**config.mk**
```make
export PLATFORM = sky130hd
export DESIGN_NAME = cnt_mod_updn_flat
export DESIGN_NICKNAME = d
export VERILOG_FILES = /design/src/rtl/cnt_mod_updn_if.sv /design/src/rtl/cnt_mod_updn.sv /design/src/flat_wrapper.sv
export SDC_FILE = /design/constraint.sdc
export NUM_CORES = 1
export LEC_CHECK = 0
export ABC_AREA = 1
export BUFFER_PORTS_ARGS = -buffer_cell sky130_fd_sc_hd__buf_2
export CAP_MARGIN = 15
export CORE_AREA = 2 2 39 41
export DETAILED_ROUTE_END_ITERATION = 8
export DIE_AREA = 0 0 41 43
export PLACE_DENSITY = 0.61
export SLEW_MARGIN = 20
export SYNTH_ARGS = -nofsm -noshare
export SYNTH_HDL_FRONTEND = slang
export SYNTH_SLANG_ARGS = --single-unit
```
**constraint.sdc**
```tcl
create_clock -name clk -period 3.5 [get_ports clk]
set_clock_uncertainty 0.15 [all_clocks]
set_input_delay 0.35 -clock clk [delete_from_list [all_inputs] [get_ports clk]]
set_output_delay 0.35 -clock clk [all_outputs]
set_load 0.05 [all_outputs]
```
**src/rtl/cnt_mod_updn_if.sv**
```systemverilog
// Control/status bundle for one cnt_mod_updn digit.
// The master side drives clear/load/enable/direction and observes the count;
// the slave side is the counter itself.
interface cnt_mod_updn_if #(
  parameter int WIDTH = 4
);
  logic             clr;
  logic             load;
  logic [WIDTH-1:0] din;
  logic             en;
  logic             up;
  logic [WIDTH-1:0] q;
  logic             tc;
  logic             wrap;
  logic             ovf;

  modport master (
    output clr, load, din, en, up,
    input  q, tc, wrap, ovf
  );

  modport slave (
    input  clr, load, din, en, up,
    output q, tc, wrap, ovf
  );
endinterface

```
**src/rtl/cnt_mod_updn.sv**
```systemverilog
// Modulo up/down counter with prescaler, synchronous clear, clamped parallel
// load, wrap or saturate behaviour at the boundaries, and cascade outputs.
// Multi-digit counters chain by feeding the next digit's en with en & tc.
// The interface instance must be built with the same WIDTH as this module.
module cnt_mod_updn #(
  parameter int WIDTH    = 4,
  parameter int MODULUS  = 16,
  parameter int PRESCALE = 1,
  parameter int SATURATE = 0
) (
  input  logic           clk,
  input  logic           rs,
  cnt_mod_updn_if.slave  bus
);

  // Prescaler needs at least one bit even when PRESCALE is 1.
  localparam int               PW       = (PRESCALE > 1) ? $clog2(PRESCALE) : 1;
  localparam logic [WIDTH-1:0] Q_MAX    = WIDTH'(MODULUS - 1);
  localparam logic [PW-1:0]    PRE_LAST = PW'(PRESCALE - 1);
  localparam bit               SAT      = (SATURATE != 0);

  logic [WIDTH-1:0] cnt;
  logic [WIDTH-1:0] cnt_nxt;
  logic [WIDTH-1:0] cnt_inc;
  logic [WIDTH-1:0] cnt_dec;
  logic [WIDTH-1:0] cnt_step;
  logic [WIDTH-1:0] din_clamped;
  logic [PW-1:0]    pre;
  logic [PW-1:0]    pre_nxt;
  logic             wrap_reg;
  logic             wrap_nxt;
  logic             ovf_reg;
  logic             ovf_nxt;
  logic             at_max;
  logic             at_zero;
  logic             tc;
  logic             step;

  assign at_max  = (cnt == Q_MAX);
  assign at_zero = (cnt == '0);

  // Terminal count looks only at the count and direction, so a cascade
  // reacts in the same cycle the low digit reaches its boundary.
  assign tc   = (bus.up & at_max) | (~bus.up & at_zero);
  assign step = bus.en & (pre == PRE_LAST);

  // Out-of-range load values are pulled back to the top of the range so the
  // count never leaves 0..MODULUS-1.
  assign din_clamped = (bus.din > Q_MAX) ? Q_MAX : bus.din;

  // Candidate next count for a step in either direction.
  always_comb begin
    cnt_inc = cnt + WIDTH'(1);
    cnt_dec = cnt - WIDTH'(1);
    if (at_max) begin
      cnt_inc = SAT ? cnt : '0;
    end
    if (at_zero) begin
      cnt_dec = SAT ? cnt : Q_MAX;
    end
    cnt_step = bus.up ? cnt_inc : cnt_dec;
  end

  // Next-state selection: clear beats load, load beats a step, otherwise hold.
  always_comb begin
    cnt_nxt  = cnt;
    pre_nxt  = pre;
    wrap_nxt = 1'b0;
    ovf_nxt  = ovf_reg;
    if (bus.clr) begin
      cnt_nxt = '0;
      pre_nxt = '0;
      ovf_nxt = 1'b0;
    end else if (bus.load) begin
      cnt_nxt = din_clamped;
      pre_nxt = '0;
    end else if (step) begin
      cnt_nxt = cnt_step;
      pre_nxt = '0;
      // A step taken at the boundary is flagged even when saturating and
      // the count itself does not move.
      if (tc) begin
        wrap_nxt = 1'b1;
        ovf_nxt  = 1'b1;
      end
    end else if (bus.en) begin
      pre_nxt = pre + PW'(1);
    end
  end

  // State registers; reset drops any partial prescale count.
  always_ff @(posedge clk or negedge rs) begin
    if (!rs) begin
      cnt      <= '0;
      pre      <= '0;
      wrap_reg <= 1'b0;
      ovf_reg  <= 1'b0;
    end else begin
      cnt      <= cnt_nxt;
      pre      <= pre_nxt;
      wrap_reg <= wrap_nxt;
      ovf_reg  <= ovf_nxt;
    end
  end

  assign bus.q    = cnt;
  assign bus.tc   = tc;
  assign bus.wrap = wrap_reg;
  assign bus.ovf  = ovf_reg;

  // The count must stay inside the modulus range.
  a_cnt_range: assert property (@(posedge clk) disable iff (!rs) cnt <= Q_MAX);

  // A wrap pulse is always accompanied by the sticky flag.
  a_wrap_ovf: assert property (@(posedge clk) disable iff (!rs) wrap_reg |-> ovf_reg);

  // The prescaler never runs past its last phase.
  a_pre_range: assert property (@(posedge clk) disable iff (!rs) pre <= PRE_LAST);

endmodule

```
**src/flat_wrapper.sv**
```systemverilog
// flat-port wrapper written by rule: the top's interface ports become plain ports
module cnt_mod_updn_flat 
#(
  parameter int WIDTH    = 4,
  parameter int MODULUS  = 16,
  parameter int PRESCALE = 1,
  parameter int SATURATE = 0
)
  (clk, rs, bus_clr, bus_load, bus_din, bus_en, bus_up, bus_q, bus_tc, bus_wrap, bus_ovf);
  cnt_mod_updn_if #(.WIDTH(WIDTH)) bus_i ();
  input  logic clk;
  input  logic rs;
  input wire logic [$bits(bus_i.clr)-1:0] bus_clr;
  input wire logic [$bits(bus_i.load)-1:0] bus_load;
  input wire logic [$bits(bus_i.din)-1:0] bus_din;
  input wire logic [$bits(bus_i.en)-1:0] bus_en;
  input wire logic [$bits(bus_i.up)-1:0] bus_up;
  output wire logic [$bits(bus_i.q)-1:0] bus_q;
  output wire logic [$bits(bus_i.tc)-1:0] bus_tc;
  output wire logic [$bits(bus_i.wrap)-1:0] bus_wrap;
  output wire logic [$bits(bus_i.ovf)-1:0] bus_ovf;
  assign bus_i.clr = bus_clr;
  assign bus_i.load = bus_load;
  assign bus_i.din = bus_din;
  assign bus_i.en = bus_en;
  assign bus_i.up = bus_up;
  assign bus_q = bus_i.q;
  assign bus_tc = bus_i.tc;
  assign bus_wrap = bus_i.wrap;
  assign bus_ovf = bus_i.ovf;
  cnt_mod_updn #(.WIDTH(WIDTH), .MODULUS(MODULUS), .PRESCALE(PRESCALE), .SATURATE(SATURATE)) u_core (.clk(clk), .rs(rs), .bus(bus_i));
endmodule
```
---- Word-level counts from Yosys, hierarchy flattened ----
Cells that the tools add are included.
word-level totals
  register bits ........................... 7
  bits of input ports ..................... 10
  output and inout bits ................... 7
  logic and storage cells ................. 41
cells by class
  $add $sub $neg .......................... 3
  order comparisons ....................... 1
  eq/ne operators ......................... 2
  multiplexer cells ....................... 19
  bitwise operators ....................... 6
  reductions and logical operators ........ 6
operator list
  kind                                                                 number
  4-bit two-way mux                                                    7
  1-bit two-way mux                                                    12
  4-bit by 1-bit adder with 4-bit output (second input constant)       1
  4-bit == test (second input constant)                                1
  4-bit > comparator (second input constant)                           1
  4-bit zero test                                                      1
  2-bit nonzero test                                                   2
  4-bit nonzero test                                                   1
  4-bit by 1-bit subtractor with 4-bit output (second input constant)  1
  1-bit AND                                                            3
  3-bit AND reduction                                                  1
  3-bit nonzero test                                                   1
  2-bit inequality test (second input constant)                        1
  1-bit NOT                                                            2
  1-bit adder (second input constant)                                  1
  1-bit bitwise OR                                                     1

---- Longest topological paths before layout ----
  depth in word-level cells ............... 7
  gate-level depth with buffers ........... 8

---- Worst setup path after synthesis ----
Ideal clock, no wire load.
  path kind ............................... register -> output
  start point ............................. register u_core.cnt[1] (netlist: u_core.bus.q[1])
  end point ............................... output bus_tc
  arrival time ............................ 1.475 ns
  required time ........................... 3.000 ns
  path slack .............................. 1.525 ns
  stages on the path, launching flop included .. 6
  path buffers ............................ 0
  path through ............................ dfrtp_1 > ha_1 > nand3_1 > nand2_1 > nand2_1 > inv_1
between the ends
  longest elaborated chain between the ends .. 3
  elaborated cells on any way between the ends .. 5
  classes of those cells .................. eq/ne (1); bitwise (3); reduce/logical (1)
ends and longest elaborated chain
  item                                                     RTL line                                source
  start, declared                                          cnt_mod_updn.sv:22                      logic [WIDTH-1:0] cnt;
  start signal, assigned                                   cnt_mod_updn.sv:99                      cnt <= cnt_nxt;
  4-bit == test / 4-bit zero test (equally long branches)  cnt_mod_updn.sv:39, cnt_mod_updn.sv:40
  1-bit AND                                                cnt_mod_updn.sv:44                      assign tc = (bus.up & at_max) | (~bus.up & at_zero);
  1-bit bitwise OR (*)                                     cnt_mod_updn.sv:44
  end, declared                                            flat_wrapper.sv:19                      output wire logic [$bits(bus_i.tc)-1:0] bus_tc;
Mark *: on every way between the ends. The rest lies on a longest branch, timed or not.

---- Final worst setup path ----
  start point ............................. register u_core.cnt[0] (netlist: u_core.bus.q[0])
  end point ............................... output bus_tc
Same word-level chain as after synthesis.

==> metrics.txt <==
share of final-layout standard cells stronger than drive strength 1 0.278; met1 Resource Use GR 0.216; overall power of the completed layout 260 uW; Synth top area share 0.362; final clock period utilization by the worst path 0.569; total standard cell area after synthesis 484 um2; Total Wirelength 1070 um; status finished clean; Peak Freq 502 MHz; met3 Usage GRT 0.0471; via total after detailed routing 484; RSZ-0062 raised after global routing false; net switching fraction of the power 0.396; Worst EP arrival 1.49 ns; Setup TNS Final 0 ns; most congested layer reported by global routing met1; Die X-Extent 41 um; maximum clock insertion buffer count 2; number of antenna violations at the first check in global routing 0; number of max-cap violations 0; worst path required time 3.00 ns; post-synthesis average cell area 6.92 um2; final-report hold violation count 0; overall track demand over capacity in global routing 0.157; largest net degree at the start of global routing 9; total number of nets in the final design 103; estimated wirelength of the detail-placed design 842 um; DRT Pass-1 Iters 3; Ant. Diodes 0; max FFs per register 4; CTS tree done; Static Leak 0.000372 uW; insertion delay of the later-clocked pin in the worst-skew pair 0.26 ns; number of global-route vias before repair 434; worst-path fanout max 6; remaining max-slew budget at the tightest pin 0.830; I/O pin count 17; delay of the slowest critical-path stage 0.42 ns; top cells by instance count after synthesis 22 x nand2_1, 13 x inv_1, 7 x dfrtp_1; Distinct cells, synth 21; cell at the root of the clock tree clkbuf_4; clock transition time at the flip-flop clock pins of the worst setup and hold paths 0.06 ns; clock share of power 0.290; starting utilization of the core area 0.350; power share of the sequential group 0.372; synth-to-layout area growth 27.4%; critical path class reg2out; number of nets with antenna violations after routing 0; wire length per cell after detailed routing 10.1 um; slew at the pin closest to its max-slew limit 0.256 ns; count of routing violations after the opening detailed-route iteration 12; count of warnings emitted by yosys 0; Async SR Flop Fraction 1.00; proportion of power drawn by combinational gates 0.337; post-synth net total 82; class of the tightest hold or removal check in2reg; Vias/cell 4.57; flip-flop cell with the highest count after synthesis dfrtp_1; count of endpoints failing setup in the final report 0; cell accounting for the most synthesized area dfrtp_1; met2 routing resource usage after global routing 0.206; Post-synth EDFFs 0; global-route wire length before repair 1820 um; overall die height 43 um; number of instances resized during post-cts repair 0; number of buffers inserted during clock tree synthesis 3; Clock Sinks 7; Psw 103 uW; max-slew violations 0; power per unit of standard cell area 421 mW/mm2; Cell Int Power 157 uW; number of core rows 14; area enclosed by the die boundary 0.00176 mm2; weighted congestion at the end of routability-driven global placement 0.763; synthesized netlist cell count 70; H-tree depth reported by CTS 1; core footprint 0.00138 mm2; startpoint kind of the worst setup timing path flop; cell breakdown of the critical path inv_1 > ha_1 > nand3_1 > nand2_1 > nand2_1 > inv_1 > buf_2; total of flip-flops plus latches after synthesis 7; Peak supply drop 204 uV; Final Critical Period 1.99 ns; Worst setup EP type primary output; top-count cell post-synth nand2_1; portion of the post-synthesis area used by sequential elements 0.362; Remaining DRCs 0; total congestion overflow after global routing 0; # port buffers 16; critical-path cell with the highest stage delay dfrtp_1; largest cells by area after synthesis dfrtp_1 36%, nand2_1 17%, inv_1 10%
-- cells by family after synthesis --
| kind of cell | synth area share |
|---|---|
| flip-flops | 0.362 |
| buffers and inverters | 0.119 |
| adder cells (fa/ha/maj) | 0.0517 |
| AND/OR/NAND/NOR | 0.346 |
| XOR/XNOR | 0.0181 |
| AO/OA/AOI/OAI | 0.103 |
-- final timing paths --
check / start / endpoint / slack [ns] / cells after the start
setup / recovery: u_core.bus.q[0]$_DFFE_PN0P_ / bus_tc / 1.51 / 7
min in group asynchronous: rs / u_core.bus.wrap$_DFF_PN0_ / 0.31 / 2
max in group asynchronous: rs / u_core.pre$_DFFE_PN0P_ / 2.72 / 2
setup reg to reg: u_core.bus.q[0]$_DFFE_PN0P_ / u_core.bus.q[1]$_DFFE_PN0P_ / 2.09 / 5
hold / removal: bus_en / u_core.pre$_DFFE_PN0P_ / 0.11 / 2
hold reg to reg: u_core.pre$_DFFE_PN0P_ / u_core.pre$_DFFE_PN0P_ / 0.35 / 2
-- timing repair --
action / CTS / global route
setup buffers: 0 / 0
endpoints found under the hold margin: 7 / 0
hold buffers: 1 / 0
-- cells in the final DEF (no fill, tap or decap) --
master	instances
o21ai_1	1
inv_2	1
nand3_1	6
o21ai_0	1
a31oi_1	1
nand4_1	1
nand2_1	22
dlygate4sd3_1	1
nand3_2	1
nor2_1	4
o211ai_1	1
clkbuf_4	3
nand2_2	1
nor2_4	1
nor4_1	1
a21oi_2	1
a21oi_1	2
inv_1	13
dfrtp_1	7
buf_2	16
clkinv_2	1
ha_1	2
xnor2_1	1
a22oi_1	1
-- per-stage QoR --
step	utilization	worst slack (ns)	area, um2	std cells	hold slack [ns]
floorplan	-	1.53	484	70	-0.0956
global placement	0.419	1.78	579	101	0.0462
detailed placement	0.419	1.77	579	101	0.0510
CTS	0.446	1.48	617	106	0.103
global route	0.446	1.34	617	106	0.0936
finish	0.446	1.51	617	106	0.113
-- layout make-up --
class | instances | area (um2)
Fill cell | 153 | 767
Multi-Input combinational cell | 48 | 251
Sequential cell | 7 | 175
Timing Repair Buffer | 17 | 90.1
Inverter | 14 | 52.6
Clock buffer | 3 | 22.5
Tap cell | 16 | 20.0
Clock inverter | 1 | 5.00
-- power by group through the flow --
| stage | sequential, uW | combinational, uW | clock (uW) |
|---|---|---|---|
| after detailed placement | 98.0 | 87.8 | 0 |
| after floorplan | 119 | 43.0 | 0 |
| after global placement | 97.9 | 86.8 | 0 |
| after global routing | 98.2 | 96.7 | 86.8 |
| final | 96.6 | 87.5 | 75.3 |
| after CTS | 96.6 | 88.7 | 79.3 |
-- metal layers --
| metal | vias up | share of wire |
|---|---|---|
| met2 | 16 | 0.44 |
| met4 | 0 | 0.0056 |
| met5 | - | 0 |
| li1 | 257 | - |
| met3 | 2 | 0.082 |
| met1 | 209 | 0.47 |
-- critical path, delay by kind of cell, from the launching register on --
kind,cells,cell delay (ns)
buffers and inverters,3,0.42
flip-flops,1,0.42
AND/OR/NAND/NOR,3,0.22
adder cells (fa/ha/maj),1,0.17
(Power assumes the default switching activity.)
